### src/rtl/rgb_to_gray_axis.sv
`default_nettype none
// ============================================================================
// Module   : rgb_to_gray_axis
// Brief    : Two-stage RGB888 -> 8-bit luma AXI-Stream converter with
//            per-frame pixel counting and sticky frame-length error flag.
// Revision : 1.0 - initial release
// ============================================================================
module rgb_to_gray_axis #(
  parameter int COEF_R = 77,
  parameter int COEF_G = 150,
  parameter int COEF_B = 29
) (
  input  logic        clk,
  input  logic        reset_n,
  input  logic [31:0] T_TOTAL_PIXELS,
  input  logic        gray_bypass,
  input  logic [23:0] s_axis_tdata,
  input  logic        s_axis_tvalid,
  output logic        s_axis_tready,
  input  logic        s_axis_tlast,
  output logic [7:0]  m_axis_tdata,
  output logic        m_axis_tvalid,
  input  logic        m_axis_tready,
  output logic        m_axis_tlast,
  output logic        frame_done,
  output logic        len_err,
  output logic [31:0] pix_count
);

  localparam logic [15:0] c_coef_r = 16'(COEF_R);
  localparam logic [15:0] c_coef_g = 16'(COEF_G);
  localparam logic [15:0] c_coef_b = 16'(COEF_B);

  typedef enum logic [1:0] {
    ST_IDLE   = 2'd0,
    ST_STREAM = 2'd1,
    ST_CLOSE  = 2'd2
  } state_t;

  logic        w_ce;
  logic        w_accept;
  logic [15:0] w_sum;
  logic [7:0]  w_y;
  logic [31:0] w_cnt_inc;

  logic        v1_q, last1_q, byp1_q;
  logic [15:0] prod_r_q, prod_g_q, prod_b_q;
  logic [7:0]  g1_q;
  logic        v2_q, last2_q;
  logic [7:0]  y2_q;

  state_t      state_q, state_d;
  logic [31:0] pix_count_q, pix_count_d;
  logic [31:0] exp_len_q, exp_len_d;
  logic        len_err_q, len_err_d;

  // A single enable freezes both stages together, so a downstream stall never drops or repeats a beat.
  assign w_ce          = !v2_q || m_axis_tready;
  assign w_accept      = s_axis_tvalid && w_ce;
  assign s_axis_tready = w_ce;

  // Coefficients sum to 256, so the rounded sum tops out at 65408 and never overflows 16 bits.
  assign w_sum     = prod_r_q + prod_g_q + prod_b_q + 16'd128;
  assign w_y       = byp1_q ? g1_q : w_sum[15:8];
  assign w_cnt_inc = pix_count_q + 32'd1;

  always_ff @(posedge clk or negedge reset_n) begin
    if (!reset_n) begin
      v1_q     <= 1'b0;
      last1_q  <= 1'b0;
      byp1_q   <= 1'b0;
      g1_q     <= '0;
      prod_r_q <= '0;
      prod_g_q <= '0;
      prod_b_q <= '0;
      v2_q     <= 1'b0;
      last2_q  <= 1'b0;
      y2_q     <= '0;
    end else if (w_ce) begin
      v1_q     <= s_axis_tvalid;
      last1_q  <= s_axis_tlast;
      byp1_q   <= gray_bypass;
      g1_q     <= s_axis_tdata[15:8];
      prod_r_q <= 16'(s_axis_tdata[23:16]) * c_coef_r;
      prod_g_q <= 16'(s_axis_tdata[15:8]) * c_coef_g;
      prod_b_q <= 16'(s_axis_tdata[7:0]) * c_coef_b;
      v2_q     <= v1_q;
      last2_q  <= last1_q;
      y2_q     <= w_y;
    end
  end

  always_ff @(posedge clk or negedge reset_n) begin
    if (!reset_n) begin
      state_q     <= ST_IDLE;
      pix_count_q <= '0;
      exp_len_q   <= '0;
      len_err_q   <= 1'b0;
    end else begin
      state_q     <= state_d;
      pix_count_q <= pix_count_d;
      exp_len_q   <= exp_len_d;
      len_err_q   <= len_err_d;
    end
  end

  always_comb begin
    state_d     = state_q;
    pix_count_d = pix_count_q;
    exp_len_d   = exp_len_q;
    len_err_d   = len_err_q;
    case (state_q)
      ST_STREAM: begin
        if (w_accept) begin
          pix_count_d = w_cnt_inc;
          if (s_axis_tlast) begin
            state_d = ST_CLOSE;
          end else if (w_cnt_inc == exp_len_q) begin
            len_err_d = 1'b1;
          end
        end
      end
      default: begin
        // CLOSE finishes the old frame; a beat in the same cycle opens the next one exactly as IDLE would.
        if (state_q == ST_CLOSE) begin
          pix_count_d = '0;
          state_d     = ST_IDLE;
          if (pix_count_q != exp_len_q) begin
            len_err_d = 1'b1;
          end
        end
        if (w_accept) begin
          exp_len_d   = T_TOTAL_PIXELS;
          pix_count_d = 32'd1;
          state_d     = s_axis_tlast ? ST_CLOSE : ST_STREAM;
          if (!s_axis_tlast && (T_TOTAL_PIXELS == 32'd1)) begin
            len_err_d = 1'b1;
          end
        end
      end
    endcase
  end

  assign m_axis_tdata  = y2_q;
  assign m_axis_tvalid = v2_q;
  assign m_axis_tlast  = last2_q;
  assign frame_done    = (state_q == ST_CLOSE);
  assign len_err       = len_err_q;
  assign pix_count     = pix_count_q;

endmodule
`default_nettype wire

### config.mk
export PLATFORM = sky130hd
export DESIGN_NAME = rgb_to_gray_axis
export DESIGN_NICKNAME = d
export VERILOG_FILES = /design/src/rtl/rgb_to_gray_axis.sv
export SDC_FILE = /design/constraint.sdc
export NUM_CORES = 1
export LEC_CHECK = 0
export CORE_AREA = 8 8 184 116
export DETAILED_ROUTE_END_ITERATION = 10
export DIE_AREA = 0 0 192 124
export GPL_TIMING_DRIVEN = 0
export HOLD_SLACK_MARGIN = 0.03
export PLACE_DENSITY_LB_ADDON = 0.12
export SETUP_SLACK_MARGIN = 0.05
export SLEW_MARGIN = 20
export SYNTH_ARGS = -nofsm -noshare
export SYNTH_HDL_FRONTEND = slang
export SYNTH_SLANG_ARGS = --single-unit
### constraint.sdc
create_clock -name clk -period 4.44 [get_ports clk]
set_clock_uncertainty 0.2 [all_clocks]
set_input_delay 0.888 -clock clk [delete_from_list [all_inputs] [get_ports clk]]
set_output_delay 0.888 -clock clk [all_outputs]
set_load 0.1 [all_outputs]
# Word-level counts from Yosys, hierarchy flattened

Cells that the tools add are included.

Equal/unequal tests: 9
Reduce and logical (&&, ||, !) cells: 10
Muxes and demuxes: 19
Bitwise logic cells: 1
Add/subtract/negate cells: 4
$mul: 3

Operators with widths:

| cell                                               | count |
|---|---|
| two-way mux 32 bit                                 | 4 |
| adder 32 x 1 -> 32 bit (second input constant)     | 1 |
| == test 32 x 1 -> 1 bit (second input constant)    | 1 |
| == test 32 bit                                     | 1 |
| != test 32 bit                                     | 1 |
| multiplier 8 x 7 -> 15 bit (second input constant) | 2 |
| adder 15 x 16 -> 16 bit                            | 1 |
| adder 16 x 13 -> 16 bit                            | 1 |
| adder 16 x 8 -> 16 bit (second input constant)     | 1 |
| multiplier 8 x 5 -> 13 bit (second input constant) | 1 |
| two-way mux 2 bit                                  | 6 |
| two-way mux 1 bit                                  | 8 |
| two-way mux 8 bit                                  | 1 |
| != test 2 bit (second input constant)              | 4 |
| AND reduction 3 bit                                | 2 |
| AND reduction 2 bit                                | 2 |
| == test 2 x 1 -> 1 bit (second input constant)     | 1 |
| == test 2 bit (second input constant)              | 1 |
| logical AND 1 bit                                  | 2 |
| zero test 1 bit                                    | 2 |
| nonzero test 2 bit                                 | 1 |
| logical OR 1 bit                                   | 1 |
| inverter 1 bit                                     | 1 |

Input port bits: 62
Logic and storage cells: 60
Output and inout port bits: 45
Register bits after elaboration: 131

# Depth between registers and ports, before layout

Word-level depth: 6
Depth in mapped cells: 15
Gate-level depth less buffers: 15

# Worst setup path before layout

No wires, ideal clock.

Kind: input port to flip-flop
Start: input s_axis_tdata[1]
End: register prod_b_q[12]
Path slack: 371 ps
Arrival: 3,732 ps
Stages on the path: 13
Buffers on the path: 0
Library setup time: 137 ps
Required time: 4,103 ps
Cell sequence: inv_1 fa_1 inv_1 ha_1 fa_1 ha_1 a21oi_1 nor2b_1 o21a_1 o41ai_1 o21ai_0 xnor2_1 a21oi_1

Longest elaborated chain between the ends: 1

Ends and longest elaborated chain:

| element                    | RTL line | source |
|---|---|---|
| start: declaration         | 17       | `input logic [23:0] s_axis_tdata,` |
| multiplier 8 x 5 -> 13 bit | 86       | `prod_b_q <= 16'(s_axis_tdata[7:0]) * c_coef_b;` |
| end signal: assignment     | 86       |  |
| end: declaration           | 47       | `logic [15:0] prod_r_q, prod_g_q, prod_b_q;` |

No other way between the ends.
A chain may end at the register's enable or synchronous reset.

# Worst setup path after layout

Start: input s_axis_tdata[14]
End: register prod_g_q[14]

Longest elaborated chain between the ends: 1

Ends and longest elaborated chain:

| element                    | RTL line | source |
|---|---|---|
| multiplier 8 x 7 -> 15 bit | 85       | `prod_g_q <= 16'(s_axis_tdata[15:8]) * c_coef_g;` |
| end signal: assignment     | 85       |  |
| end: declaration           | 47       |  |

No other way between the ends.

==> results.yml <==
placed_design:
  dp_hpwl_um: 23800
  portBuffers: 106
  place.gp.congestion: 0.951
floorplanning:
  initial_core_util: 0.541
  dieArea_mm2: 0.0238
  rows: 39
  die_h_um: 124
  dieWidth_um: 192
  io_pins: 107
  core-area_mm2: 0.0186
timing:
  worst_slew_pin_slew_ns: 1.01
  max_slew_margin: 0.324
  fmax_mhz: 236
  hold_violations: 0
  setup_viol: 0
  final.setup.tns_ns: 0
  timing.final.crit_share: 0.955
  period_needed_ns: 4.24
  rsz0062_at_grt: "no"
  maxSlewViolCount: 0
routing:
  wl_met3_um: 3370
  wl_met1_um: 15300
  drt_wl_total_um: 29800
  top_layer: "met4"
  drt-wirelength-per-cell_um: 20.4
  drtIter0Drc: 855
  firstDrtPassIters: 5
  met2_wirelength_um: 10800
  drc: 0
  vias_per_cell: 5.71
  antenna_left: 0
  num_vias: 8355
synthesis:
  syn_area_mm2: 0.0101
  synth-edff-count: 0
  yosys.area.top_type: "dfrtp_1"
  synthTopCellsByArea: "dfrtp_1 (32%), ha_1 (16%), fa_1 (7.5%)"
  syn_inst: 1078
  syn_nets: 1304
  syn_area_per_cell_um2: 9.35
  ys_warn_count: 0
  synth_top_area_frac: 0.323
  synthArstFlopShare: 1.00
  synthDistinctLibCells: 59
  yosys_register_bits: 130
  synth_flop_cell: "dfrtp_1"
  ys_seq_area_frac: 0.323
clock_tree:
  htree_levels: 4
  clock-sinks: 130
  cts_tree: "built"
  hold_buffers: 0
  cts-root-buf: "clkbuf_16"
  cts_inserted_buffers: 17
  insertion_delay_ns: 0.43
  clkTransAtPathRegs_ns: 0.06
  cts_buffer_depth: 2
worst_setup_path:
  cp-end-kind: "register"
  path_common_cell: "ha_1"
  criticalPathCategory: "primary input to register"
  crit_slowest_cell: "clkdlybuf4s50_1"
  cp.arrival_ns: 4.32
  cpPeakStageDelay_ns: 0.58
  crit_chain: "clkdlybuf4s50_1, ha_1, ha_1, inv_1, fa_1, inv_1, fa_1, ha_1, nor4_2, o31ai_2, o21ai_0, xor2_1, a21oi_1"
  worstPathRequired_ns: 4.52
  worst-path-max-fanout: 4
  start_kind: "primary input"
layout:
  diodes: 0
  syn_to_final_growth_pct: 20.4
  fill_cells: 1575
  multiInputGateArea_mm2: 0.00629
  layout.area.seq_mm2: 0.00325
  final_nets: 1431
  drive_above_1_share: 0.0847
  post-route-util: 0.651
power_and_ir_drop:
  comb_power_share: 0.566
  irDropWorstVdd_v: 0.000411
  p_sw_frac: 0.440
  leakagePower_nw: 5.72
  p_per_area_mw_per_mm2: 586
  p_int_w: 0.00398
  switching_power_w: 0.00313
  pwr-share-clk: 0.191
  p_seq_frac: 0.243
global_routing:
  grt_max_degree: 89
  grt_pass1_wl_um: 46400
  grt-ovfl-total: 0
  antenna_found_initial: 0
  grt_pass1_vias: 7985
  track_usage: 0.258
status:
  status: "complete, no violations"
min_path:
  hold_path.class: "primary input to asynchronous set/reset pin"
run:
  max-cap-violations: 0
## worst max-delay path: cells and delay by family
kind	cells	cell delay, ns
buffers and inverters	3	0.68
adders and majority gates	5	1.78
and+or+nand+nor	1	0.32
xor gates and xnor gates	1	0.18
AOI/OAI and AO/OA	3	0.46
## kinds of logic (layout without fill, tap and decap cells)
kind of cell,Yosys count,count (layout),share of synthesized area
flops,130,130,0.323
fa+ha+maj,164,164,0.232
mux,35,35,0.0391
compound gates,214,214,0.126
simple gates,293,293,0.141
buf+inv,151,289,0.0606
xor+xnor,91,91,0.0791
## per-layer routing
layer  vias up  GRT usage
met5         -          0
met4         0     0.0599
met3        23      0.105
met2       353      0.308
met1      4002      0.409
li1       3977          -
## sequential cells by signal, indices dropped and copies added, names as in the netlist
name           cells
pix_count         32
g1_q               8
state_q            2
m_axis_tdata       8
prod_g_q          14
exp_len_q         32
m_axis_tvalid      1
prod_r_q          15
v1_q               1
len_err            1
prod_b_q          13
byp1_q             1
m_axis_tlast       1
last1_q            1
## final timing paths
kind / start / end / slack (ns) / depth (start not counted)
setup / recovery: s_axis_tdata[14] / prod_g_q[14] / 0.20 / 13
hold / removal: reset_n / prod_b_q[10] / 0.14 / 1
max in group asynchronous: reset_n / pix_count[4] / 3.15 / 2
min in group clk: g1_q[3] / g1_q[3] / 0.27 / 2
hold reg to reg: g1_q[3] / g1_q[3] / 0.27 / 2
setup reg to reg: pix_count[13] / len_err / 0.44 / 10
## cell usage after synthesis, drive strengths merged (2+ instances only)
cell type    n
nor3        20
o21bai       8
mux2        35
nor2b        4
nand2b       4
a211oi       4
a31oi       11
dfrtp      130
nor2        65
a21oi       65
o31ai       16
xor2        30
o21ai       71
o41ai        4
and4         4
or4          2
clkbuf      26
and2         6
inv        110
buf         15
nand4       17
nor4        16
or2          2
nand3       23
a21o        18
and3        14
or3          6
a2111oi      2
xnor2       61
ha         126
fa          38
o21a         7
nand2      103
## power by group through the flow
| stage | sequential, W | clock (W) | combinational (W) |
|---|---|---|---|
| after global placement | 0.00172 | 0 | 0.00380 |
| after global routing | 0.00176 | 0.00143 | 0.00447 |
| final | 0.00173 | 0.00136 | 0.00402 |
| after detailed placement | 0.00174 | 0 | 0.00388 |
| after CTS | 0.00172 | 0.00138 | 0.00394 |
| after floorplan | 0.00200 | 0 | 0.00262 |
## what timing repair did
item | CTS | global route
resized for setup | 15 | 13
hold endpoints to repair | 0 | 0
pin swaps | 2 | 4
endpoints found under the setup margin | 5 | 8
setup buffers | 0 | 1
## layout by cell type, fill, tap and decap left out, types with 11 or more instances in the layout
master and instances:
xnor2_1 61, clkbuf_1 26, nor4_1 14, xor2_1 30
clkdlybuf4s50_1 93, o31ai_1 15, nor2_1 65, o21ai_0 70
a21oi_1 59, ha_1 125, dfrtp_1 130, nand3_1 22
nand4_1 17, a31oi_1 11, clkbuf_16 17, inv_1 108
a21o_1 18, nor3_1 18, fa_1 38, nand2_1 103
mux2_2 35
## stage by stage
| step | std cells | worst slack [ns] | hold slack [ns] | total power [W] | cell area [µm²] |
|---|---|---|---|---|---|
| 5_1_grt | 1462 | 0.0643 | 0.166 | 0.00765 | 12100 |
| 4_1_cts | 1461 | 0.0639 | 0.145 | 0.00704 | 12100 |
| 3_3_place_gp | 1430 | -3.07 | 0.248 | 0.00552 | 11400 |
| 6_report | 1462 | 0.201 | 0.145 | 0.00711 | 12100 |
| 3_5_place_dp | 1431 | -0.794 | 0.256 | 0.00561 | 11500 |
| 2_1_floorplan | 1078 | 0.371 | 0.231 | 0.00462 | 10100 |
## cell type report
class | instances | share of cell area
multi-input cells | 797 | 0.518
flip-flops and latches | 130 | 0.268
clock inverters | 10 | 0.00918
plain buffers | 41 | 0.0163
well taps | 246 | 0.0254
clock buffers | 20 | 0.0368
inverters | 110 | 0.0340
repair buffers | 108 | 0.0919
No activity file was read; power rests on OpenSTA's default activity.
